File: src/rtl/cntr_pkg.sv
`default_nettype none
// ============================================================================
//  Module      : cntr_pkg
//  Description : Shared types and helpers for the up/down counter slice.
//  Revision    : 1.0 - initial release
// ============================================================================
package cntr_pkg;

    typedef enum logic {
        CNT_UP   = 1'b0,
        CNT_DOWN = 1'b1
    } cnt_dir_e;

    // Prescaler counter width; never narrower than one bit.
    function automatic int pcnt_width(input int prescale);
        return (prescale > 1) ? $clog2(prescale) : 1;
    endfunction

endpackage : cntr_pkg
`default_nettype wire

File: src/rtl/cntr_prescale.sv
`default_nettype none
// ============================================================================
//  Module      : cntr_prescale
//  Description : Divides enabled cycles by PRESCALE, emitting one tick per
//                PRESCALE enabled cycles. clr restarts the period.
//  Revision    : 1.0 - initial release
// ============================================================================
module cntr_prescale
    import cntr_pkg::*;
#(
    parameter int PRESCALE = 1
) (
    input  logic clk,
    input  logic reset,
    input  logic en,
    input  logic clr,
    output logic tick
);

    localparam int PW = pcnt_width(PRESCALE);

    generate
        if (PRESCALE == 1) begin : g_bypass
            logic unused_ok;
            assign unused_ok = ^{clk, reset, clr};
            assign tick      = en;
        end else begin : g_count
            localparam logic [PW-1:0] C_LAST = PW'(PRESCALE - 1);

            logic [PW-1:0] pcnt_q;
            logic [PW-1:0] pcnt_d;

            always_comb begin
                pcnt_d = pcnt_q;
                if (clr) begin
                    pcnt_d = '0;
                end else if (en) begin
                    pcnt_d = (pcnt_q == C_LAST) ? '0 : pcnt_q + 1'b1;
                end
            end

            always_ff @(posedge clk or posedge reset) begin
                if (reset) begin
                    pcnt_q <= '0;
                end else begin
                    pcnt_q <= pcnt_d;
                end
            end

            assign tick = en & ~clr & (pcnt_q == C_LAST);
        end
    endgenerate

endmodule : cntr_prescale
`default_nettype wire

File: src/rtl/cntr_ud_mod.sv
`default_nettype none
// ============================================================================
//  Module      : cntr_ud_mod
//  Description : Parametrised modulo up/down counter with enable, clamped
//                parallel load, optional saturation and input prescaler.
//  Revision    : 1.0 - initial release
// ============================================================================
module cntr_ud_mod
    import cntr_pkg::*;
#(
    parameter int WIDTH    = 8,
    parameter int MODULUS  = 256,
    parameter int SATURATE = 0,
    parameter int PRESCALE = 1
) (
    input  logic             clk,
    input  logic             reset,
    input  logic             en,
    input  logic             ud,
    input  logic             load,
    input  logic [WIDTH-1:0] d,
    output logic [WIDTH-1:0] q,
    output logic             tc,
    output logic             ovf
);

    // Upper end of the range as a WIDTH-bit constant, so MODULUS == 2**WIDTH
    // never needs a wider comparison.
    localparam logic [WIDTH-1:0] C_MAX = WIDTH'(MODULUS - 1);

    generate
        if (WIDTH < 1) begin : g_chk_width
            $error("cntr_ud_mod: WIDTH must be >= 1");
        end
        if ((MODULUS < 2) || (longint'(MODULUS) > (64'd1 << WIDTH))) begin : g_chk_mod
            $error("cntr_ud_mod: MODULUS must satisfy 2 <= MODULUS <= 2**WIDTH");
        end
        if ((SATURATE != 0) && (SATURATE != 1)) begin : g_chk_sat
            $error("cntr_ud_mod: SATURATE must be 0 or 1");
        end
        if (PRESCALE < 1) begin : g_chk_pre
            $error("cntr_ud_mod: PRESCALE must be >= 1");
        end
    endgenerate

    cnt_dir_e         dir;
    logic             step;
    logic             at_end;
    logic [WIDTH-1:0] cnt_q;
    logic [WIDTH-1:0] cnt_d;
    logic             ovf_q;
    logic             ovf_d;

    assign dir = cnt_dir_e'(ud);

    cntr_prescale #(
        .PRESCALE (PRESCALE)
    ) u_prescale (
        .clk   (clk),
        .reset (reset),
        .en    (en),
        .clr   (load),
        .tick  (step)
    );

    // Terminal count doubles as the boundary flag for the step about to fire.
    assign at_end = (dir == CNT_UP) ? (cnt_q == C_MAX) : (cnt_q == '0);

    always_comb begin
        cnt_d = cnt_q;
        ovf_d = 1'b0;
        if (load) begin
            cnt_d = (d > C_MAX) ? C_MAX : d;
        end else if (step) begin
            ovf_d = at_end;
            if (at_end) begin
                if (SATURATE == 0) begin
                    cnt_d = (dir == CNT_UP) ? '0 : C_MAX;
                end
            end else begin
                cnt_d = (dir == CNT_UP) ? cnt_q + 1'b1 : cnt_q - 1'b1;
            end
        end
    end

    always_ff @(posedge clk or posedge reset) begin
        if (reset) begin
            cnt_q <= '0;
            ovf_q <= 1'b0;
        end else begin
            cnt_q <= cnt_d;
            ovf_q <= ovf_d;
        end
    end

    assign q   = cnt_q;
    assign tc  = at_end;
    assign ovf = ovf_q;

endmodule : cntr_ud_mod
`default_nettype wire
File: config.mk
export PLATFORM = sky130hd
export DESIGN_NAME = cntr_ud_mod
export DESIGN_NICKNAME = d
export VERILOG_FILES = /design/src/rtl/cntr_pkg.sv /design/src/rtl/cntr_prescale.sv /design/src/rtl/cntr_ud_mod.sv
export SDC_FILE = /design/constraint.sdc
export NUM_CORES = 1
export LEC_CHECK = 0
export CORE_UTILIZATION = 40
export CTS_CLUSTER_DIAMETER = 30
export CTS_CLUSTER_SIZE = 30
export DETAILED_ROUTE_END_ITERATION = 7
export PLACE_DENSITY = 0.65
export SYNTH_ARGS = -nofsm -noshare
export SYNTH_HDL_FRONTEND = slang
export SYNTH_HIERARCHICAL = 1
export SYNTH_SLANG_ARGS = --single-unit
File: constraint.sdc
create_clock -name clk -period 4.53 [get_ports clk]
set_clock_uncertainty 0.15 [all_clocks]
set_input_delay 1.359 -clock clk [delete_from_list [all_inputs] [get_ports clk]]
set_output_delay 1.359 -clock clk [all_outputs]
set_load 0.02 [all_outputs]
After elaboration in Yosys (flattened, before gate mapping)
Cells that the tools add are included.

storage, ports and cells
  bits in registers = 9
  memories kept = 0
  memory bits (writable) = 0
  memory bits (read-only) = 0
  bits of input ports = 13
  bits in latches = 0

operators by class
  equality and inequality tests = 1
  multipliers = 0
  bitwise logic cells = 0
  reductions and logical operators = 2
  magnitude comparators = 1
  divide/modulo/power cells = 0
  shift operators = 0
  $add $sub $neg = 2
  mux-type cells = 9

operators with widths
  kind                                                                number
  8-bit 2-to-1 mux                                                    6
  8-bit by 1-bit adder with 8-bit output, second input constant       1
  8-bit equality test, second input constant                          1
  8-bit greater-than comparator, second input constant                1
  8-bit logical NOT                                                   1
  8-bit by 1-bit subtractor with 8-bit output, second input constant  1
  1-bit 2-to-1 mux                                                    3
  2-bit nonzero test                                                  1

Longest topological paths before layout
  word-level depth = 5
  mapped depth = 7

Cells and area by module
The synthesis kept the hierarchy.

modules (own cells, without submodules)
  module         area an instance (µm²)  instances  sequential area each (µm²)  cells an instance
  cntr_ud_mod    825.8                   1          225.2                       96
  cntr_prescale  7.5                     1          0.0                         1

Worst setup path before layout
Ideal clock, no wire load.

  path type = input port to output port
  start = input port ud
  end = output port tc
  slack = 1040 ps
  required time = 3021 ps
  buffers on the path = 0
  arrival time = 1981 ps
  cell stages on the path = 3
  path through = nor4_2 nor2_2 inv_1

between the ends
  longest elaborated chain between the ends = 1

ends and longest elaborated chain
  element           RTL line           source
  start, declared   cntr_ud_mod.sv:19  input logic ud,
  1-bit 2-to-1 mux  cntr_ud_mod.sv:67  assign at_end = (dir == CNT_UP) ? (cnt_q == C_MAX) : (cnt_q == '0);
  end, declared     cntr_ud_mod.sv:23  output logic tc,

No other way between the ends.

Final worst setup path
Ends and elaborated chain as after synthesis.

==> impl_metrics.tcl <==
set metrics [dict create \
    worstPathRequired_ps 3020 \
    yosys.area.top_type "dfrtp_1" \
    cts-resized-gates 0 \
    grt_pass1_vias 705 \
    period_needed_ps 4430 \
    setup_tns_ps 0 \
    r2r_start "q[0]" \
    cts.sinks 9 \
    status "finished clean" \
    gp_congestion 0.825 \
    final_core_util_pct 57.1 \
    power.density_nw_per_um2 345 \
    diodes 0 \
    layout.area.seq_sq_um 225 \
    area_delta_synth_final_pct 34.5 \
    routed_wl_um 1980 \
    die_w_um 47.6 \
    hold_start "q[6]" \
    cts_made_buffers 3 \
    cts.clk_slew.worst_paths_ps 60 \
    num_vias 837 \
    synth_common_cells "9 x dfrtp_1, 8 x a21oi_1, 8 x nand2_1, 8 x nor2_1, 7 x inv_1" \
    crit_fanout 3 \
    endpoint_kind "output pin" \
    grt_usage_pct 20.5 \
    wire_per_inst_um 13.1 \
    setup_viol 0 \
    fin_nets 145 \
    post-place-ws_ps 114 \
    max-cap-violations 0 \
    timing.fmax_ghz 0.226 \
    cellLeakagePower_nw 0.485 \
    arrival_ps 2920 \
    dp_hpwl_um 1610 \
    die_area_sq_um 2270 \
    crit_end "tc" \
    postCtsSetupBuffers 0 \
    drc 0 \
    r2r-end "q[6]" \
    start_kind "input pin" \
    htreeDepth 1 \
    dp.cells 147 \
    multi_input_area_sq_um 559 \
    synth_cells 97 \
    synth_cell_types 42 \
    critPathLaunch "ud" \
    synth.ff_latch_count 9 \
    design_area_sq_um 1120 \
    slew_violations 0 \
    cts_tree "done" \
    core_area_sq_um 1960 \
    post_dp_cell_area_sq_um 1090 \
    viasPerCell 5.54 \
    ys.flop_type "dfrtp_1" \
    syn_area_sq_um 833 \
    rsz0062_at_grt "no" \
    hold_viol 0 \
    die_h_um 47.6 \
    synth_most_common_cell "dfrtp_1" \
    drt_pass1_iterations 4 \
    synthTopCellsByArea "dfrtp_1 27%, ha_1 9.0%, a21oi_1 4.8%" \
    hold_class "register to register" \
    port-buffer-count 22 \
    fillers 200 \
    cts_hold_buf 0 \
    fin_crit_sh_pct 97.8 \
    drt_iter0_drc 26 \
    clk_path_buf_depth 2 \
    async_flop_share_pct 100 \
    root_buffer "clkbuf_4" \
    ir_worst_vdd_v 0.000184 \
    grt_pass1_wl_um 3240 \
    worst_pin_slew_ps 412 \
    ant_nets 0 \
    worstRegToRegCells 7 \
    grt_max_degree 14 \
    num_rows 16 \
    start_util_pct 42.5 \
    slew_headroom_pct 72.4 \
    synth_edf_count 0 \
    final_cell_count_no_fill 151 \
    antenna_found_initial 0 \
    ff2ff_setup_slack_ps 2210 \
    critical_path_class "input pin to output pin" \
    layout-drive-gt1-share_pct 13.7 \
    syn-mean-instance-area_sq_um 8.59 \
    worst_slack_ps 98.3 \
    overflow 0 \
    worstSkewPairLatency_ps 250 \
    yosys_warnings 6 \
    synth_fp_nets 117 \
    ios 23 \
    yosysSeqAreaShare_pct 27.0 \
    yosys.area.top_type_share_pct 27.0 \
]
## flip-flops by register name, summed over array words and instances (netlist names)
name  cells
q         8
ovf       1
## worst min path at each step
stage / endpoint / slack (ps) / cells past startpoint
3_3_place_gp: q[3] / 440 / 2
4_1_cts: q[6] / 460 / 2
2_1_floorplan: q[3] / 500 / 2
6_report: q[6] / 470 / 2
3_5_place_dp: q[6] / 450 / 2
5_1_grt: q[6] / 500 / 2
## worst max-delay path, cell delays in order
cell and delay [ps]:
clkdlybuf4s50_1 470, nor4_2 340, nor2_2 70, inv_1 80
clkdlybuf4s50_1 600
## placed cells by master (no fill, tap or decap), drive strengths merged, types with 2 or more instances in the layout
cell,count
nand2b,4
o21ai,7
buf,4
nand2,8
a21o,3
a21oi,8
ha,6
clkdlybuf4s50,22
o22ai,3
xor2,2
inv,7
nor4,2
clkbuf,4
xnor2,3
nor2,9
dfrtp,9
or2,2
## power by group
part | total (mW) | internal (mW) | switching (mW)
Clock | 0.0623 | 0.0339 | 0.0283
Sequential | 0.118 | 0.0944 | 0.0237
Combinational | 0.207 | 0.102 | 0.104
## cell families (layout without fill, tap and decap cells)
family	after synthesis	count (layout)	share of synthesized area, %
compound gates	33	33	28.1
xor+xnor	5	5	5.26
fa+ha+maj	7	7	11.4
buf+inv	10	37	5.86
flops	9	9	27.0
simple gates	33	33	22.4
## final cells by class
cell class	count	area share, %
clock buffer	4	2.34
inverter	7	2.34
multi-input combinational	78	49.9
sequential	9	20.1
tap	27	3.01
timing repair buffer	26	22.3
## layer usage
| layer | global-route usage (%) | share of wire, % |
|---|---|---|
| met1 | 29.7 | 47 |
| met2 | 31.5 | 48 |
| met3 | 2.26 | 3.2 |
| met4 | 7.78 | 1.2 |
| met5 | 0 | 0 |
## through the flow
| stage | power [mW] | hold slack (ps) |
|---|---|---|
| finish | 0.387 | 467 |
| floorplan | 0.255 | 495 |
| global placement | 0.322 | 441 |
| global route | 0.419 | 496 |
| CTS | 0.388 | 464 |
| detailed placement | 0.326 | 451 |
Note: power is estimated with default switching activity, not from simulation.
